## src/rtl/mmss_pkg.sv

```systemverilog
// Shared types and constants for the MM:SS BCD timer.
package mmss_pkg;

   localparam int unsigned DIGIT_W   = 4;
   localparam int unsigned N_DIGITS  = 4;
   localparam int unsigned SEC_U_MAX = 9;
   localparam int unsigned SEC_T_MAX = 5;
   localparam int unsigned MIN_U_MAX = 9;

   typedef enum logic [1:0] {
      ST_IDLE    = 2'd0,
      ST_RUN     = 2'd1,
      ST_EXPIRED = 2'd2
   } state_e;

   typedef struct packed {
      logic [DIGIT_W-1:0] min_t;
      logic [DIGIT_W-1:0] min_u;
      logic [DIGIT_W-1:0] sec_t;
      logic [DIGIT_W-1:0] sec_u;
   } bcd_t;

   // True when every digit of v lies within its modulus.
   function automatic logic bcd_in_range(input bcd_t v, input logic [DIGIT_W-1:0] min_t_max);
      return (v.sec_u <= DIGIT_W'(SEC_U_MAX)) &&
             (v.sec_t <= DIGIT_W'(SEC_T_MAX)) &&
             (v.min_u <= DIGIT_W'(MIN_U_MAX)) &&
             (v.min_t <= min_t_max);
   endfunction

endpackage : mmss_pkg

```

## src/rtl/mmss_timer_if.sv

```systemverilog
// Control/status bundle between a timer client and mmss_timer.
interface mmss_timer_if;
   import mmss_pkg::*;

   logic tick_en;
   logic start;
   logic stop;
   logic clear;
   logic load;
   bcd_t load_value;
   logic dir;
   bcd_t digits;
   logic running;
   logic done;
   logic wrap;
   logic load_err;

   modport master (
      output tick_en, start, stop, clear, load, load_value, dir,
      input  digits, running, done, wrap, load_err
   );

   modport slave (
      input  tick_en, start, stop, clear, load, load_value, dir,
      output digits, running, done, wrap, load_err
   );

endinterface : mmss_timer_if

```

## src/rtl/mod_digit.sv

```systemverilog
// One BCD digit with a programmable modulus (0..max_i), up/down stepping and load.
module mod_digit
   import mmss_pkg::*;
(
   input  logic               clk,
   input  logic               rst_n,
   input  logic               en_i,
   input  logic               dir_i,
   input  logic               ld_i,
   input  logic [DIGIT_W-1:0] ld_val_i,
   input  logic [DIGIT_W-1:0] max_i,
   output logic [DIGIT_W-1:0] q_o,
   output logic               carry_c_o,
   output logic               borrow_c_o
);

   logic [DIGIT_W-1:0] q_q;
   logic [DIGIT_W-1:0] q_d;

   // Load wins over stepping; dir_i=1 counts down.
   always_comb begin
      q_d = q_q;
      if (ld_i) begin
         q_d = ld_val_i;
      end else if (en_i) begin
         if (dir_i) begin
            q_d = (q_q == '0) ? max_i : q_q - DIGIT_W'(1);
         end else begin
            q_d = (q_q == max_i) ? '0 : q_q + DIGIT_W'(1);
         end
      end
   end

   always_ff @(posedge clk or negedge rst_n) begin
      if (!rst_n) begin
         q_q <= '0;
      end else begin
         q_q <= q_d;
      end
   end

   assign q_o        = q_q;
   assign carry_c_o  = (q_q == max_i);
   assign borrow_c_o = (q_q == '0);

endmodule : mod_digit

```

## src/rtl/mmss_timer.sv

```systemverilog
// MM:SS BCD up/down timer: request-priority FSM driving a chain of four digits.
module mmss_timer
   import mmss_pkg::*;
#(
   parameter int unsigned MIN_T_MAX = 5
) (
   input  logic         clk,
   input  logic         reset_n,
   mmss_timer_if.slave  bus
);

   state_e state_q;
   state_e state_d;

   logic running_q, running_d;
   logic done_q, done_d;
   logic wrap_q, wrap_d;
   logic load_err_q, load_err_d;

   logic ld_c;
   bcd_t ld_val_c;
   logic step_c;

   logic [N_DIGITS-1:0] en_c;
   logic [N_DIGITS-1:0] carry_c;
   logic [N_DIGITS-1:0] borrow_c;
   logic [DIGIT_W-1:0]  q_c   [N_DIGITS];
   logic [DIGIT_W-1:0]  max_c [N_DIGITS];

   bcd_t cnt_c;
   logic all_max_c;
   logic is_one_c;
   logic is_zero_c;

   assign max_c[0] = DIGIT_W'(SEC_U_MAX);
   assign max_c[1] = DIGIT_W'(SEC_T_MAX);
   assign max_c[2] = DIGIT_W'(MIN_U_MAX);
   assign max_c[3] = DIGIT_W'(MIN_T_MAX);

   assign cnt_c     = {q_c[3], q_c[2], q_c[1], q_c[0]};
   assign all_max_c = &carry_c;
   assign is_zero_c = &borrow_c;
   assign is_one_c  = (q_c[0] == DIGIT_W'(1)) && (&borrow_c[N_DIGITS-1:1]);

   // Ripple enable: a digit steps when all lower digits carry (up) or borrow (down).
   always_comb begin
      en_c[0] = step_c;
      for (int i = 1; i < int'(N_DIGITS); i++) begin
         en_c[i] = en_c[i-1] & (bus.dir ? borrow_c[i-1] : carry_c[i-1]);
      end
   end

   for (genvar g = 0; g < int'(N_DIGITS); g++) begin : g_digit
      mod_digit u_digit (
         .clk        (clk),
         .rst_n      (reset_n),
         .en_i       (en_c[g]),
         .dir_i      (bus.dir),
         .ld_i       (ld_c),
         .ld_val_i   (ld_val_c[g*DIGIT_W +: DIGIT_W]),
         .max_i      (max_c[g]),
         .q_o        (q_c[g]),
         .carry_c_o  (carry_c[g]),
         .borrow_c_o (borrow_c[g])
      );
   end

   // Request arbitration: clear > load > stop > start > tick_en.
   always_comb begin
      state_d    = state_q;
      ld_c       = 1'b0;
      ld_val_c   = '0;
      step_c     = 1'b0;
      done_d     = 1'b0;
      wrap_d     = 1'b0;
      load_err_d = 1'b0;

      if (bus.clear) begin
         state_d = ST_IDLE;
         ld_c    = 1'b1;
      end else if (bus.load && (state_q != ST_RUN)) begin
         if (bcd_in_range(bus.load_value, max_c[3])) begin
            ld_c     = 1'b1;
            ld_val_c = bus.load_value;
            state_d  = ST_IDLE;
         end else begin
            load_err_d = 1'b1;
         end
      end else if (bus.stop) begin
         if (state_q == ST_RUN) begin
            state_d = ST_IDLE;
         end
      end else if (bus.start && (state_q != ST_RUN)) begin
         if ((state_q == ST_IDLE) && !(bus.dir && is_zero_c)) begin
            state_d = ST_RUN;
         end else if ((state_q == ST_EXPIRED) && !bus.dir) begin
            state_d = ST_RUN;
         end
      end else if (bus.tick_en && (state_q == ST_RUN)) begin
         step_c = 1'b1;
         if (bus.dir) begin
            if (is_one_c) begin
               done_d  = 1'b1;
               state_d = ST_EXPIRED;
            end
         end else begin
            wrap_d = all_max_c;
         end
      end

      running_d = (state_d == ST_RUN);
   end

   always_ff @(posedge clk or negedge reset_n) begin
      if (!reset_n) begin
         state_q    <= ST_IDLE;
         running_q  <= 1'b0;
         done_q     <= 1'b0;
         wrap_q     <= 1'b0;
         load_err_q <= 1'b0;
      end else begin
         state_q    <= state_d;
         running_q  <= running_d;
         done_q     <= done_d;
         wrap_q     <= wrap_d;
         load_err_q <= load_err_d;
      end
   end

   assign bus.digits   = cnt_c;
   assign bus.running  = running_q;
   assign bus.done     = done_q;
   assign bus.wrap     = wrap_q;
   assign bus.load_err = load_err_q;

endmodule : mmss_timer

```

## src/flat_wrapper.sv

```systemverilog
// flat-port wrapper written by rule: the top's interface ports become plain ports
module mmss_timer_flat import mmss_pkg::*;
#(
   parameter int unsigned MIN_T_MAX = 5
)
  (clk, reset_n, bus_tick_en, bus_start, bus_stop, bus_clear, bus_load, bus_load_value, bus_dir, bus_digits, bus_running, bus_done, bus_wrap, bus_load_err);
  mmss_timer_if bus_i ();
  input  logic clk;
  input  logic reset_n;
  input wire logic [$bits(bus_i.tick_en)-1:0] bus_tick_en;
  input wire logic [$bits(bus_i.start)-1:0] bus_start;
  input wire logic [$bits(bus_i.stop)-1:0] bus_stop;
  input wire logic [$bits(bus_i.clear)-1:0] bus_clear;
  input wire logic [$bits(bus_i.load)-1:0] bus_load;
  input wire logic [$bits(bus_i.load_value)-1:0] bus_load_value;
  input wire logic [$bits(bus_i.dir)-1:0] bus_dir;
  output wire logic [$bits(bus_i.digits)-1:0] bus_digits;
  output wire logic [$bits(bus_i.running)-1:0] bus_running;
  output wire logic [$bits(bus_i.done)-1:0] bus_done;
  output wire logic [$bits(bus_i.wrap)-1:0] bus_wrap;
  output wire logic [$bits(bus_i.load_err)-1:0] bus_load_err;
  assign bus_i.tick_en = bus_tick_en;
  assign bus_i.start = bus_start;
  assign bus_i.stop = bus_stop;
  assign bus_i.clear = bus_clear;
  assign bus_i.load = bus_load;
  assign bus_i.load_value = bus_load_value;
  assign bus_i.dir = bus_dir;
  assign bus_digits = bus_i.digits;
  assign bus_running = bus_i.running;
  assign bus_done = bus_i.done;
  assign bus_wrap = bus_i.wrap;
  assign bus_load_err = bus_i.load_err;
  mmss_timer #(.MIN_T_MAX(MIN_T_MAX)) u_core (.clk(clk), .reset_n(reset_n), .bus(bus_i));
endmodule
```

## config.mk

```make
export PLATFORM = sky130hd
export DESIGN_NAME = mmss_timer_flat
export DESIGN_NICKNAME = d
export VERILOG_FILES = /design/src/rtl/mmss_pkg.sv /design/src/rtl/mmss_timer_if.sv /design/src/rtl/mod_digit.sv /design/src/rtl/mmss_timer.sv /design/src/flat_wrapper.sv
export SDC_FILE = /design/constraint.sdc
export NUM_CORES = 1
export LEC_CHECK = 0
export CORE_MARGIN = 5
export CORE_UTILIZATION = 44
export CTS_CLUSTER_SIZE = 20
export DETAILED_ROUTE_END_ITERATION = 8
export DONT_BUFFER_PORTS = 1
export MAX_ROUTING_LAYER = met4
export SLEW_MARGIN = 20
export SYNTH_ARGS = -nofsm -noshare
export SYNTH_HDL_FRONTEND = slang
export SYNTH_HIERARCHICAL = 1
export SYNTH_SLANG_ARGS = --single-unit
export TNS_END_PERCENT = 1
```

## constraint.sdc

```tcl
create_clock -name clk -period 4.6 [get_ports clk]
set_input_delay 0.92 -clock clk [delete_from_list [all_inputs] [get_ports clk]]
set_output_delay 0.92 -clock clk [all_outputs]
set_load 0.02 [all_outputs]
```

==> results of run 1 <==
worst max path at each step:
stage	startpoint	endpoint	slack [ps]	depth (start not counted)
after global routing	u_core/g_digit[0].u_digit/q_o[0]	u_core/g_digit[3].u_digit/q_o[0]	1670	9
after detailed placement	bus_load_value[6]	u_core/g_digit[0].u_digit/q_o[0]	1750	7
after CTS	u_core/g_digit[0].u_digit/q_o[0]	u_core/g_digit[3].u_digit/q_o[0]	1930	9
final	u_core/g_digit[0].u_digit/q_o[0]	u_core/g_digit[3].u_digit/q_o[0]	1920	9
after floorplan	bus_stop	u_core/g_digit[2].u_digit/q_o[2]	2320	7
after global placement	bus_load_value[1]	u_core/g_digit[0].u_digit/q_o[0]	1820	7
cell type report:
type	instances	area [sq um]	area share [%]
Sequential cell	22	550.5	22.39
Clock buffer	4	55.05	2.239
Timing Repair Buffer	1	7.507	0.3053
Inverter	20	75.07	3.053
Tap cell	70	87.58	3.562
Multi-Input combinational cell	263	1683	68.45
power by group:
group / leakage [nW] / switching (mW) / internal [mW]
Sequential: 0.296 / 0.0251 / 0.199
Combinational: 0.709 / 0.0500 / 0.0393
Clock: 0.0288 / 0.0673 / 0.0764
Total: 1.03 / 0.142 / 0.315
worst register-to-register path: stages, from the launching register on:
cell and delay (ps):
dfrtp_1 540, inv_1 200, ha_1 240, nor3b_2 310, nand2_1 90, a21o_1 210, nor2_1 370, nor2b_1 330
o21ai_0 130, o21ai_0 170
per-layer routing:
metal,vias up,part of all wire (%),GRT usage (%)
met3,4,4.8,2.741
met5,-,0,-
met4,0,0.69,3.488
met2,45,47,29.16
met1,951,47,24.22
li1,1043,-,-
registers in the layout, summed over array words and instances, names as in the netlist:
signal                      cells
u_core/state_q                  2
u_core/bus.running              1
u_core/g_digit.u_digit/q_o     16
u_core/bus.done                 1
u_core/bus.load_err             1
u_core/bus.wrap                 1
cell families (layout without fill, tap and decap cells):
logic type	after synthesis	after routing	share of synthesized area (%)
AO/OA/AOI/OAI	66	66	19.39
flip-flops	22	22	24.10
multiplexers	5	5	2.191
buffers and inverters	34	25	7.667
XOR/XNOR	24	24	9.200
adder cells (fa/ha/maj)	8	8	4.381
other	2	34	0.3287
AND/OR/NAND/NOR	126	126	32.75
metrics by stage:
step                      instance area [sq um]  power [mW]
after floorplan                            2405      0.3084
after global placement                     2404      0.3164
after detailed placement                   2404      0.3164
after CTS                                  2459      0.4599
after global routing                       2459      0.4795
final                                      2459      0.4573
cell usage in the layout, fill, tap and decap left out, types with 5 or more instances in the layout:
master,netlist,routed
a211oi_1,5,5
a21oi_1,21,21
a31oi_1,9,9
and2_1,15,15
conb_1,2,34
dfrtp_1,22,22
ha_1,8,8
inv_1,20,20
mux2i_1,5,5
nand2_1,16,16
nand3_1,18,18
nand4_1,6,6
nand4b_1,5,5
nor2_1,16,16
nor2b_1,9,9
nor3_1,14,14
nor4b_1,5,5
o21ai_0,14,14
xnor2_1,20,20
==> results.cfg, run 1 <==
[placed_design]
dp_cells = 376
io_buffers = 0
pre_cts_ws_ps = 1747
hpwl_mm = 4.314
gp_congestion = 0.7970

[final_layout]
n_fill_cell = 533
instances_no_fill = 380
areaGrowthSynthToFinish_pct = 7.612
fin_nets = 343
n_antenna_cell = 0
post-route-util_pct = 48.45
drive_gt1_share_pct = 5.806

[synthesis]
yosysWarnings = 6
async_flop_share_pct = 100.0
synthTopCellsByCount = dfrtp_1, a21oi_1, inv_1, xnor2_1, nand3_1
ys_types = 43
synthesis.area_sq_um = 2285
synth_edf_count = 0
synth.most_common_cell = dfrtp_1
syn_inst = 287
yosysTopAreaCell = dfrtp_1
yosysSeqAreaShare_pct = 24.10
yosys_register_bits = 22
ys.flop_type = dfrtp_1
avgSynthCellArea_sq_um = 7.961
synthDominantCellAreaShare_pct = 24.10
ys_top_cells_by_area = dfrtp_1, xnor2_1, a21oi_1, ha_1, and2_1

[power_and_ir_drop]
power_density_nw_per_um2 = 186.0
peakVddDrop_uv = 123.2
p_leak_nw = 1.034

[detailed_routing]
routed_wl_mm = 5.763
drc = 0
drtIter0Drc = 89
wl_per_cell_microns = 15.17
via_count = 2043
drtAntennaViolNets = 0
viasPerCell = 5.376
drt_pass1_iterations = 4

[worst_setup_path]
crit_family = simple AND/OR/NAND/NOR gates
cp.required_ps = 4780
ff2ff_path_depth = 9
slowest_delay_ps = 540
crit_top_cell = o21ai_0
critPathKind = flip-flop to flip-flop
crit_buf_inv = 1
r2r_start = u_core/g_digit[0].u_digit/q_o[0]
crit_fanout = 7
cp.arrival_ps = 2860
endpoint_kind = flip-flop
crit_chain = inv_1, ha_1, nor3b_2, nand2_1, a21o_1, nor2_1, nor2b_1, o21ai_0, o21ai_0
slowest_stage = dfrtp_1
critPathLaunchType = flip-flop
rr_endpoint = u_core/g_digit[3].u_digit/q_o[0]
r2r_slack_ps = 1920

[timing]
finalClockSkew_ps = 7.138
rsz0062_at_grt = no
slew_viol_final = 0
fin_ws_ps = 1925
tns_ps = 0
hold_slack_ps = 337.7
finalSetupViolations = 0
period_needed_ps = 2675
relSlewSlack_pct = 48.71
min_period_over_period_pct = 58.16
fmaxAchievable_mhz = 373.8
tightest_slew_ps = 765.2
hold_viol = 0

[floorplanning]
initial_core_util_pct = 45.02
num_io_pins = 44
die_w_microns = 82.06
die-height_microns = 82.06
die-area_sq_um = 6734
core_sq_um = 5075
fp-row-count = 26

[global_route]
antenna_found_initial = 0
grt_max_degree = 33
grt_pass1_vias = 1890
overflow = 0
grt_use_total_pct = 18.11
grt_pass1_wl_mm = 9.349

[clock_tree]
cts-htree-levels = 1
cts_hold_buf = 0
cts_resized = 0
clk_latency_ps = 270
root_buffer = clkbuf_8
cts_made_buffers = 3
clock-sinks = 22
cts_tree = yes
postCtsSetupBuffers = 0
clk_pin_slew_ps = 90
ctsLongestPathBuffers = 2

[flow_run]
cap_viol_max_count = 0

[outcome]
run_status = finished clean

[worst_hold_path]
hold_class = input port to async pin
No activity file was read; power rests on OpenSTA's default activity.
==> run 2: changes to the inputs <==
==> constraint.sdc (replaced) <==
create_clock -name clk -period 2.75 [get_ports clk]
set_input_delay 0.55 -clock clk [delete_from_list [all_inputs] [get_ports clk]]
set_output_delay 0.55 -clock clk [all_outputs]
set_load 0.02 [all_outputs]
==> results.cfg, run 2 (synthesized netlist as in run 1, its figures left out) <==
[timing]
tns_ps = 0
relSlewSlack_pct = 64.43
slew_viol_final = 0
hold_viol = 0
min_period_over_period_pct = 89.04
period_needed_ps = 2449
fmaxAchievable_mhz = 408.4
finalClockSkew_ps = 1.083
rsz0062_at_grt = no
finalSetupViolations = 0
tightest_slew_ps = 530.4

[power_and_ir_drop]
p_leak_nw = 1.116
power_density_nw_per_um2 = 308.6
peakVddDrop_uv = 167.2
p_total_uw = 798.8

[clock_tree]
clock-sinks = 22
ctsLongestPathBuffers = 2
root_buffer = clkbuf_8
cts-htree-levels = 1
clk_pin_slew_ps = 90
cts_resized = 0
cts_made_buffers = 3
clk_latency_ps = 260
cts_tree = yes

[floorplanning]
die-height_microns = 82.06
num_io_pins = 44
die-area_sq_um = 6734
fp-row-count = 26
core_sq_um = 5075
initial_core_util_pct = 45.02
die_w_microns = 82.06

[final_layout]
areaGrowthSynthToFinish_pct = 13.31
largest_reg_flops = 16
n_antenna_cell = 0
fin_nets = 357
layout_commonest_cell = conb_1
design_area_sq_um = 2589
mostFrequentLayoutCells = conb_1, dfrtp_1, a21oi_1
instances_no_fill = 394
drive_gt1_share_pct = 9.877

[worst_setup_path]
cp.required_ps = 2900
r2r_start = u_core/g_digit[0].u_digit/q_o[0]
slowest_delay_ps = 390
critPathLaunchType = flip-flop
crit_chain = inv_1, ha_1, nor3b_2, nand2_1, a21o_1, nor2_1, o21ai_0, a211oi_1, a21oi_1
endpoint_kind = flip-flop
slowest_stage = dfrtp_1
startpoint = u_core/g_digit[0].u_digit/q_o[0]
cp.arrival_ps = 2590
critPathKind = flip-flop to flip-flop
crit_fanout = 7
ff2ff_path_depth = 9

[detailed_routing]
routed_wl_mm = 5.918
wl_per_cell_microns = 15.02
viasPerCell = 5.396
via_count = 2126
drt_pass1_iterations = 4
drc = 0
drtIter0Drc = 167
drtAntennaViolNets = 0

[outcome]
run_status = finished clean

[placed_design]
hpwl_mm = 4.426
io_buffers = 0
dp_cells = 389
place_area_sq_um = 2514
gp_congestion = 0.9642

[flow_run]
cap_viol_max_count = 0

[global_route]
overflow = 0
grt_use_total_pct = 19.28
grt_pass1_vias = 2034
grt_max_degree = 37
grt_pass1_wl_mm = 9.908
antenna_found_initial = 0

[worst_hold_path]
hold_class = input port to async pin
[run 2: cell count changes in the layout (fill, tap and decap cells not counted), sizes merged]
cell,delta
buf,+14
[run 2: cell type report]
type	instances	area, sq um
inverter	20	75.07
sequential	22	550.5
timing repair buffer	15	137.6
clock buffer	4	55.05
multi-input combinational	263	1683
tap	70	87.58
fill	520	2486
[run 2: final timing paths]
path	to	slack, ps
max	u_core/g_digit[2].u_digit/q_o[2]	300
min	u_core/g_digit[2].u_digit/q_o[0]	90
max reg2reg	u_core/g_digit[2].u_digit/q_o[2]	300
min reg2reg	u_core/state_q[0]	640
max in group asynchronous	u_core/g_digit[0].u_digit/q_o[1]	2510
min in group clk	u_core/g_digit[2].u_digit/q_o[3]	470
[run 2: metal layers]
layer | track usage (%) | wire length (microns) | vias to the layer above | part of all wire (%)
li1 | - | - | 1068 | -
met1 | 26.09 | 2757 | 993 | 47
met2 | 29.48 | 2722 | 58 | 46
met3 | 3.509 | 360 | 7 | 6.1
met4 | 5.316 | 78 | 0 | 1.3
met5 | - | 0 | - | 0
[run 2: stage by stage]
stage | setup slack [ps] | hold slack, ps | utilization [%]
after floorplan | 602.2 | 254.4 | -
after global placement | 450.1 | 255.2 | 49.53
after detailed placement | 355.4 | 255.0 | 49.53
after CTS | 338.9 | 84.57 | 51.01
after global routing | 29.74 | 81.13 | 51.01
final | 301.4 | 85.30 | 51.01
[run 2: where the power goes]
group          switching, mW  internal [mW]  total (mW)
logic                  0.126         0.0832       0.209
registers             0.0123          0.334       0.346
clock network          0.116          0.128       0.244
[run 2: critical path: cells and delay by family, from the launching register on]
family | cells | cell delay [ps]
AO/OA/AOI/OAI | 4 | 770
AND/OR/NAND/NOR | 3 | 820
flip-flops | 1 | 390
adder cells (fa/ha/maj) | 1 | 240
buffers and inverters | 1 | 110
[run 2: timing repair]
action	4_1_cts	5_1_grt
endpoints found under the hold margin	22	0
hold buffers	1	0
buffers inserted	0	0
